$ cat src/rtl/dmem_arb_pkg.sv
// Shared types and constants for the two-requester data-memory arbiter.
// Holds the FSM encoding, requester id type and the legal-address helper.
package dmem_arb_pkg;

    typedef enum logic [0:0] {
        IDLE  = 1'b0,
        ISSUE = 1'b1
    } arb_state_t;

    typedef logic [0:0] req_id_t;

    localparam req_id_t REQ_R0 = 1'b0;
    localparam req_id_t REQ_R1 = 1'b1;

    // 1024-word data memory: first byte address that is out of range.
    localparam logic [31:0] ADDR_LIMIT_DEFAULT = 32'h0000_1000;

    function automatic logic addr_legal(input logic [31:0] addr, input logic [31:0] limit);
        return (addr < limit) && (addr[1:0] == 2'b00);
    endfunction

endpackage

$ cat src/rtl/dmem_arbiter_if.sv
// Bus bundle between the two requesters, the arbiter and the data memory.
// The slave view belongs to the arbiter; the master view to requesters and memory.
interface dmem_arbiter_if;

    logic        r0_valid;
    logic        r0_ready;
    logic [31:0] r0_addr;
    logic [31:0] r0_wdata;
    logic        r0_we;
    logic        r0_rsp_valid;

    logic        r1_valid;
    logic        r1_ready;
    logic [31:0] r1_addr;
    logic [31:0] r1_wdata;
    logic        r1_we;
    logic        r1_rsp_valid;

    logic [31:0] rsp_rdata;
    logic        rsp_err;

    logic [31:0] mem_addr;
    logic [31:0] mem_wdata;
    logic        mem_write;
    logic        mem_read;
    logic [31:0] mem_rdata;

    modport slave (
        input  r0_valid, r0_addr, r0_wdata, r0_we,
        input  r1_valid, r1_addr, r1_wdata, r1_we,
        output r0_ready, r0_rsp_valid, r1_ready, r1_rsp_valid,
        output rsp_rdata, rsp_err,
        output mem_addr, mem_wdata, mem_write, mem_read,
        input  mem_rdata
    );

    modport master (
        output r0_valid, r0_addr, r0_wdata, r0_we,
        output r1_valid, r1_addr, r1_wdata, r1_we,
        input  r0_ready, r0_rsp_valid, r1_ready, r1_rsp_valid,
        input  rsp_rdata, rsp_err,
        input  mem_addr, mem_wdata, mem_write, mem_read,
        output mem_rdata
    );

endinterface

$ cat src/rtl/dmem_arbiter_rr_arb2.sv
// Two-way round-robin picker: a lone requester always wins, and under
// contention the requester that did not win last time is granted.
module rr_arb2
    import dmem_arb_pkg::*;
(
    input  logic [1:0] valid,
    input  req_id_t    last_grant,
    output logic [1:0] grant
);

    always_comb begin
        grant = valid;
        if (valid == 2'b11) begin
            grant = (last_grant == REQ_R1) ? 2'b01 : 2'b10;
        end
    end

endmodule

$ cat src/rtl/dmem_arbiter.sv
// Arbitrates the CPU data port (r0) and the loader/debug port (r1) onto a
// single data memory: accept in IDLE, access in ISSUE, respond the cycle after.
module dmem_arbiter
    import dmem_arb_pkg::*;
#(
    parameter logic [31:0] ADDR_LIMIT = ADDR_LIMIT_DEFAULT
) (
    input  logic           clock,
    input  logic           reset_n,
    dmem_arbiter_if.slave  bus
);

    arb_state_t  state;
    req_id_t     last_grant;
    logic [1:0]  grant;
    logic        accept0;
    logic        accept1;
    logic        accept;

    logic [31:0] cmd_addr;
    logic [31:0] cmd_wdata;
    logic        cmd_we;
    req_id_t     cmd_id;
    logic        cmd_legal;
    logic        issue_ok;

    logic        rsp0_q;
    logic        rsp1_q;
    logic [31:0] rdata_q;
    logic        err_q;

    rr_arb2 u_rr_arb2 (
        .valid      ({bus.r1_valid, bus.r0_valid}),
        .last_grant (last_grant),
        .grant      (grant)
    );

    assign bus.r0_ready = reset_n && (state == IDLE) && grant[0];
    assign bus.r1_ready = reset_n && (state == IDLE) && grant[1];
    assign accept0      = bus.r0_valid && bus.r0_ready;
    assign accept1      = bus.r1_valid && bus.r1_ready;
    assign accept       = accept0 || accept1;

    assign cmd_legal     = addr_legal(cmd_addr, ADDR_LIMIT);
    assign bus.mem_addr  = cmd_addr;
    assign bus.mem_wdata = cmd_wdata;

    // Strobes are gated by reset_n directly so a reset landing on the
    // access cycle cannot let a write slip into memory.
    assign issue_ok      = reset_n && (state == ISSUE) && cmd_legal;
    assign bus.mem_write = issue_ok && cmd_we;
    assign bus.mem_read  = issue_ok && !cmd_we;

    assign bus.r0_rsp_valid = rsp0_q;
    assign bus.r1_rsp_valid = rsp1_q;
    assign bus.rsp_rdata    = rdata_q;
    assign bus.rsp_err      = err_q;

    always_ff @(posedge clock) begin
        if (!reset_n) begin
            state      <= IDLE;
            last_grant <= REQ_R1;
            cmd_addr   <= '0;
            cmd_wdata  <= '0;
            cmd_we     <= 1'b0;
            cmd_id     <= REQ_R0;
            rsp0_q     <= 1'b0;
            rsp1_q     <= 1'b0;
            rdata_q    <= '0;
            err_q      <= 1'b0;
        end else begin
            rsp0_q <= 1'b0;
            rsp1_q <= 1'b0;
            if (state == IDLE) begin
                if (accept) begin
                    state      <= ISSUE;
                    last_grant <= accept1 ? REQ_R1 : REQ_R0;
                    cmd_id     <= accept1 ? REQ_R1 : REQ_R0;
                    cmd_addr   <= accept1 ? bus.r1_addr  : bus.r0_addr;
                    cmd_wdata  <= accept1 ? bus.r1_wdata : bus.r0_wdata;
                    cmd_we     <= accept1 ? bus.r1_we    : bus.r0_we;
                end
            end else begin
                // Read data is sampled on the access cycle; writes and
                // illegal commands report zero data.
                state   <= IDLE;
                rsp0_q  <= (cmd_id == REQ_R0);
                rsp1_q  <= (cmd_id == REQ_R1);
                rdata_q <= (cmd_legal && !cmd_we) ? bus.mem_rdata : 32'h0;
                err_q   <= !cmd_legal;
            end
        end
    end

endmodule

$ cat src/flat_wrapper.sv
// flat-port wrapper written by rule: the top's interface ports become plain ports
module dmem_arbiter_flat import dmem_arb_pkg::*;
#(
    parameter logic [31:0] ADDR_LIMIT = ADDR_LIMIT_DEFAULT
)
  (clock, reset_n, bus_r0_valid, bus_r0_addr, bus_r0_wdata, bus_r0_we, bus_r1_valid, bus_r1_addr, bus_r1_wdata, bus_r1_we, bus_r0_ready, bus_r0_rsp_valid, bus_r1_ready, bus_r1_rsp_valid, bus_rsp_rdata, bus_rsp_err, bus_mem_addr, bus_mem_wdata, bus_mem_write, bus_mem_read, bus_mem_rdata);
  dmem_arbiter_if bus_i ();
  input  logic clock;
  input  logic reset_n;
  input wire logic [$bits(bus_i.r0_valid)-1:0] bus_r0_valid;
  input wire logic [$bits(bus_i.r0_addr)-1:0] bus_r0_addr;
  input wire logic [$bits(bus_i.r0_wdata)-1:0] bus_r0_wdata;
  input wire logic [$bits(bus_i.r0_we)-1:0] bus_r0_we;
  input wire logic [$bits(bus_i.r1_valid)-1:0] bus_r1_valid;
  input wire logic [$bits(bus_i.r1_addr)-1:0] bus_r1_addr;
  input wire logic [$bits(bus_i.r1_wdata)-1:0] bus_r1_wdata;
  input wire logic [$bits(bus_i.r1_we)-1:0] bus_r1_we;
  output wire logic [$bits(bus_i.r0_ready)-1:0] bus_r0_ready;
  output wire logic [$bits(bus_i.r0_rsp_valid)-1:0] bus_r0_rsp_valid;
  output wire logic [$bits(bus_i.r1_ready)-1:0] bus_r1_ready;
  output wire logic [$bits(bus_i.r1_rsp_valid)-1:0] bus_r1_rsp_valid;
  output wire logic [$bits(bus_i.rsp_rdata)-1:0] bus_rsp_rdata;
  output wire logic [$bits(bus_i.rsp_err)-1:0] bus_rsp_err;
  output wire logic [$bits(bus_i.mem_addr)-1:0] bus_mem_addr;
  output wire logic [$bits(bus_i.mem_wdata)-1:0] bus_mem_wdata;
  output wire logic [$bits(bus_i.mem_write)-1:0] bus_mem_write;
  output wire logic [$bits(bus_i.mem_read)-1:0] bus_mem_read;
  input wire logic [$bits(bus_i.mem_rdata)-1:0] bus_mem_rdata;
  assign bus_i.r0_valid = bus_r0_valid;
  assign bus_i.r0_addr = bus_r0_addr;
  assign bus_i.r0_wdata = bus_r0_wdata;
  assign bus_i.r0_we = bus_r0_we;
  assign bus_i.r1_valid = bus_r1_valid;
  assign bus_i.r1_addr = bus_r1_addr;
  assign bus_i.r1_wdata = bus_r1_wdata;
  assign bus_i.r1_we = bus_r1_we;
  assign bus_r0_ready = bus_i.r0_ready;
  assign bus_r0_rsp_valid = bus_i.r0_rsp_valid;
  assign bus_r1_ready = bus_i.r1_ready;
  assign bus_r1_rsp_valid = bus_i.r1_rsp_valid;
  assign bus_rsp_rdata = bus_i.rsp_rdata;
  assign bus_rsp_err = bus_i.rsp_err;
  assign bus_mem_addr = bus_i.mem_addr;
  assign bus_mem_wdata = bus_i.mem_wdata;
  assign bus_mem_write = bus_i.mem_write;
  assign bus_mem_read = bus_i.mem_read;
  assign bus_i.mem_rdata = bus_mem_rdata;
  dmem_arbiter #(.ADDR_LIMIT(ADDR_LIMIT)) u_core (.clock(clock), .reset_n(reset_n), .bus(bus_i));
endmodule
$ cat config.mk
export PLATFORM = sky130hd
export DESIGN_NAME = dmem_arbiter_flat
export DESIGN_NICKNAME = d
export VERILOG_FILES = /design/src/rtl/dmem_arb_pkg.sv /design/src/rtl/dmem_arbiter_if.sv /design/src/rtl/dmem_arbiter_rr_arb2.sv /design/src/rtl/dmem_arbiter.sv /design/src/flat_wrapper.sv
export SDC_FILE = /design/constraint.sdc
export NUM_CORES = 1
export LEC_CHECK = 0
export BUFFER_PORTS_ARGS = -buffer_cell sky130_fd_sc_hd__buf_2
export CELL_PAD_IN_SITES_DETAIL_PLACEMENT = 0
export CELL_PAD_IN_SITES_GLOBAL_PLACEMENT = 1
export CORE_MARGIN = 5
export CORE_UTILIZATION = 33
export DETAILED_ROUTE_END_ITERATION = 12
export PLACE_DENSITY = 0.86
export SLEW_MARGIN = 20
export SYNTH_ARGS = -nofsm -noshare
export SYNTH_HDL_FRONTEND = slang
export SYNTH_SLANG_ARGS = --single-unit
$ cat constraint.sdc
create_clock -name clock -period 4.25 [get_ports clock]
set_input_delay 0.85 -clock clock [delete_from_list [all_inputs] [get_ports clock]]
set_output_delay 0.85 -clock clock [all_outputs]
set_load 0.01 [all_outputs]
# [Yosys cells after proc, flatten, opt, wreduce, memory -nomap -nowiden]
# Index checks and enable logic that the tools add are counted.
[op_classes] bitwise=3 reduce_logical=18 n_eq_ne=1 n_mux=8 n_lt_le_gt_ge=1
[op_table] op="32-bit 2-to-1 mux" n=3
[op_table] op="32-bit by 13-bit < comparator with 1-bit output, second input constant" n=1
[op_table] op="1-bit logical AND" n=11
[op_table] op="2-bit 2-to-1 mux" n=2
[op_table] op="2-bit AND reduction" n=2
[op_table] op="1-bit 2-to-1 mux" n=3
[op_table] op="1-bit NOT" n=3
[op_table] op="2-bit == test, second input constant" n=1
[op_table] op="1-bit logical NOT" n=2
[op_table] op="2-bit logical NOT" n=1
[op_table] op="2-bit OR reduction" n=1
[op_table] op="1-bit logical OR" n=1
[totals] regBits=103 wordCells=41

# [Logic depth before layout (Yosys ltp)]
[logic_depth] depth_word=6 ltp_mapped=7

# [Cells and area by module]
# From an unflattened synthesis, not the netlist that was laid out.
[hier_totals] cells_unflattened=554 hier_area_um2=4598.2
[modules_own_cells] mod="dmem_arbiter" area_each_um2=4579.4 cells_each=551 n_inst=1 seq_area_each_um2=2062.0
[modules_own_cells] mod="rr_arb2" area_each_um2=18.8 cells_each=3 n_inst=1 seq_area_each_um2=0.0

# [Worst setup path before layout]
# Ideal clock, no wire load.
[synth_timing] path_kind="input to output" from="input port reset_n" to="output port bus_mem_write" path_buffers=3 setup_slack_ns=1.541 arrival_ns=1.859 stages=6 cell_sequence="buf_2 > and2_1 > buf_2 > clkbuf_1 > nand2_1 > nor3_1"
[synth_via] elab_chain_len=3
[synth_rtl] item="from (decl)" line_no="flat_wrapper.sv:9" text="input logic reset_n;"
[synth_rtl] item="1-bit logical AND (2 in a row)" line_no="dmem_arbiter.sv:50" text="assign issue_ok = reset_n && (state == ISSUE) && cmd_legal;"
[synth_rtl] item="1-bit logical AND" line_no="dmem_arbiter.sv:51" text="assign bus.mem_write = issue_ok && cmd_we;"
[synth_rtl] item="to (decl)" line_no="flat_wrapper.sv:26" text="output wire logic [$bits(bus_i.mem_write)-1:0] bus_mem_write;"
# Every way passes these cells.

# [Final worst setup path]
[layout_timing] from="register u_core.cmd_addr[15], in the netlist u_core.bus.mem_addr[15]" to="output port bus_mem_read"
[layout_via] elab_chain_len=4
[layout_rtl] item="from (decl)" line_no="dmem_arbiter.sv:20" text="logic [31:0] cmd_addr;"
[layout_rtl] item="from (signal assigned)" line_no="dmem_arbiter.sv:79" text="cmd_addr <= accept1 ? bus.r1_addr : bus.r0_addr;"
[layout_rtl] item="32-bit by 13-bit < comparator with 1-bit output" line_no="dmem_arb_pkg.sv:19" text="return (addr < limit) && (addr[1:0] == 2'b00);"
[layout_rtl] item="1-bit logical AND" line_no="dmem_arb_pkg.sv:19"
[layout_rtl] item="1-bit logical AND" line_no="dmem_arbiter.sv:50"
[layout_rtl] item="1-bit logical AND" line_no="dmem_arbiter.sv:52" text="assign bus.mem_read = issue_ok && !cmd_we;"
[layout_rtl] item="to (decl)" line_no="flat_wrapper.sv:27" text="output wire logic [$bits(bus_i.mem_read)-1:0] bus_mem_read;"
# Every way passes these cells.

==> flow_summary.toml <==
[yosys]
netlist_area_um2 = 5120
yosysSeqAreaShare = 0.402
synth_flop_cell = "dfxtp_1"
ys_async_sr_fraction = 0
syn_nets = 740
synth_seq_cells = 103
synth-edff-count = 0
ys.warnings.count = 0
ys_types = 28
syn_avg_cell_area_um2 = 8.93
netlist_instances = 574

[sta]
period_needed_ns = 3.21
rsz0062_at_grt = "false"
tns_ns = 0
max_slew_margin = 0.498
final_max_slew_viol_count = 0
setup_viol = 0
tightest_slew_ns = 0.752
max_freq_mhz = 311
timing.final.crit_share = 0.756
hold_violations = 0
skew_ns = 0.00950

[pwr]
comb_power_share = 0.204
intPower_uw = 1700
switching_share = 0.293
leakagePower_uw = 0.00269
pwr-share-clk = 0.354
pwr-share-seq = 0.442
p_switching_uw = 704
power_density_nw_per_um2 = 357
finalPower_uw = 2400
peakVddDrop_mv = 0.242

[detailed_routing]
wire_per_inst_um = 18.8
viasPerCell = 5.60
vias = 5482
dr.pass1.iters = 4
antenna_left = 0
drtIter0Drc = 280
drt_wl_total_um = 18400
drc = 0

[critical_path]
cpLargestDelayFamily = "simple AND/OR/NAND/NOR gates"
crit_path_end_kind = "output pin"
cp_max_fo = 16
crit_top_cell = "nor4_1"
slowest_stage = "nand2_1"
critPathKind = "register to output pin"
crit_chain = "nor4_1, nand2_1, nor4_1, buf_2"
worstPathArrival_ns = 2.36
critPathMaxStageDelay_ns = 0.57
required_ns = 3.40
startpoint_type = "register"
path_buf_inv = 1

[clocking]
numClockSinks = 103
cts_buffers = 9
cts-resized-gates = 0
tritoncts = "done"
cts_root_buf = "clkbuf_16"
htree_levels = 3
clk_pin_slew_ns = 0.07
cts_buffer_depth = 2
cts_setup_buffers = 0
cts_hold_buf = 0
clk-insertion-delay-late_ns = 0.35

[global_routing]
grt_max_degree = 103
grt_pass1_vias = 5308
grt_usage = 0.196
overflow = 0
antenna_found_initial = 3
grt_first_pass_wirelength_um = 28700

[status]
outcome = "completed"

[hold_path]
hp-class = "register to register"

[placed_design]
gp_congestion = 0.809
hpwl_um = 12600
numPortBuffers = 268

[layout]
fin_util = 0.443
nets = 951
drive_above_1_share = 0.385
area_growth_pct = 31.6

[die]
core_area_um2 = 15200
die_h_um = 135
initial_core_util = 0.337
num_rows = 45
die_x_um = 135
die-area_um2 = 18100
ios = 269

[run]
drv_cap = 0
[synthesized netlist by cell type (all sizes together), types with 4 or more instances]
master / count / area share
nor4b: 130 / 0.22
dfxtp: 103 / 0.40
nor4: 71 / 0.087
a21oi: 65 / 0.063
buf: 47 / 0.052
clkbuf: 35 / 0.026
nand2: 35 / 0.026
nand3b: 32 / 0.047
o31ai: 32 / 0.047
nor2: 5 / 0.0042
o21ai: 4 / 0.0039
[path summary, 6_finish.rpt]
path,from,endpoint,slack (ns),cells after the start
max,u_core.bus.mem_addr[15],bus_mem_read,1.04,4
min,u_core.cmd_id,u_core.bus.r0_rsp_valid,0.43,1
max reg2reg,u_core.bus.mem_addr[15],u_core.bus.rsp_rdata[17],2.07,4
min reg2reg,u_core.cmd_id,u_core.bus.r0_rsp_valid,0.43,1
[placed cells by master, fill, tap and decap left out]
cell         n
buf_2      268
nor4b_1    130
dfxtp_1    103
nor4_1      71
a21oi_1     65
nand2_1     35
nand3b_1    32
o31ai_1     32
buf_4       13
clkbuf_16    9
o21ai_0      4
nor2_1       4
inv_1        2
or2_2        2
nand3_1      2
clkinv_2     2
clkinv_4     2
diode_2      1
nand2b_4     1
nand4_1      1
and2_1       1
nor3_1       1
nor2_4       1
a21bo_4      1
nor2b_4      1
o21ba_2      1
and3_1       1
a21boi_1     1
clkbuf_1     1
bufinv_16    1
clkbuf_8     1
buf_12       1
[metal layers]
layer | GRT usage | vias to the layer above | wire, um
li1 | - | 2668 | -
met1 | 0.251 | 2550 | 7820
met2 | 0.304 | 232 | 8380
met3 | 0.0823 | 28 | 1770
met4 | 0.0503 | 4 | 408
met5 | 0 | - | 27
[power by group through the flow]
stage                     sequential, uW  clock, uW  combinational, uW
after floorplan                     1100          0                273
final                               1060        850                492
after global routing                1070        909                543
after CTS                           1060        881                494
after detailed placement            1080          0                492
after global placement              1080          0                493
[stage by stage]
stage / cell area, um^2 / setup WS (ns) / std cells / hold slack (ns)
6_report: 6740 / 1.04 / 979 / 0.435
5_1_grt: 6740 / 0.837 / 979 / 0.468
4_1_cts: 6740 / 0.929 / 978 / 0.440
3_5_place_dp: 6440 / 1.30 / 962 / 0.419
3_3_place_gp: 6440 / 1.32 / 962 / 0.424
2_1_floorplan: 5120 / 1.54 / 574 / 0.399
[flip-flops by register name, summed over array words and instances, names as in the netlist]
signal                   cells
u_core.bus.mem_wdata        32
u_core.bus.r1_rsp_valid      1
u_core.bus.r0_rsp_valid      1
u_core.cmd_id                1
u_core.bus.rsp_rdata        32
u_core.last_grant            1
u_core.cmd_we                1
u_core.bus.mem_addr         32
u_core.bus.rsp_err           1
u_core.state                 1
[cell families (layout without fill, tap and decap cells)]
kind of cell / after synthesis / after routing / share of synthesized area
and+or+nand+nor: 283 / 283 / 0.397
AOI/OAI and AO/OA: 104 / 104 / 0.121
buffers and inverters: 84 / 300 / 0.0796
other: 0 / 1 / 0
DFF: 103 / 103 / 0.402
[final cells by class]
type / instances / area [um^2]
inverters: 2 / 7.51
diodes: 1 / 2.50
flip-flops and latches: 103 / 2060
repair buffers: 282 / 1460
fillers: 1578 / 8460
well taps: 188 / 235
clock buffers: 11 / 243
clock inverters: 5 / 57.6
multi-input cells: 387 / 2670
(Power assumes the default switching activity.)
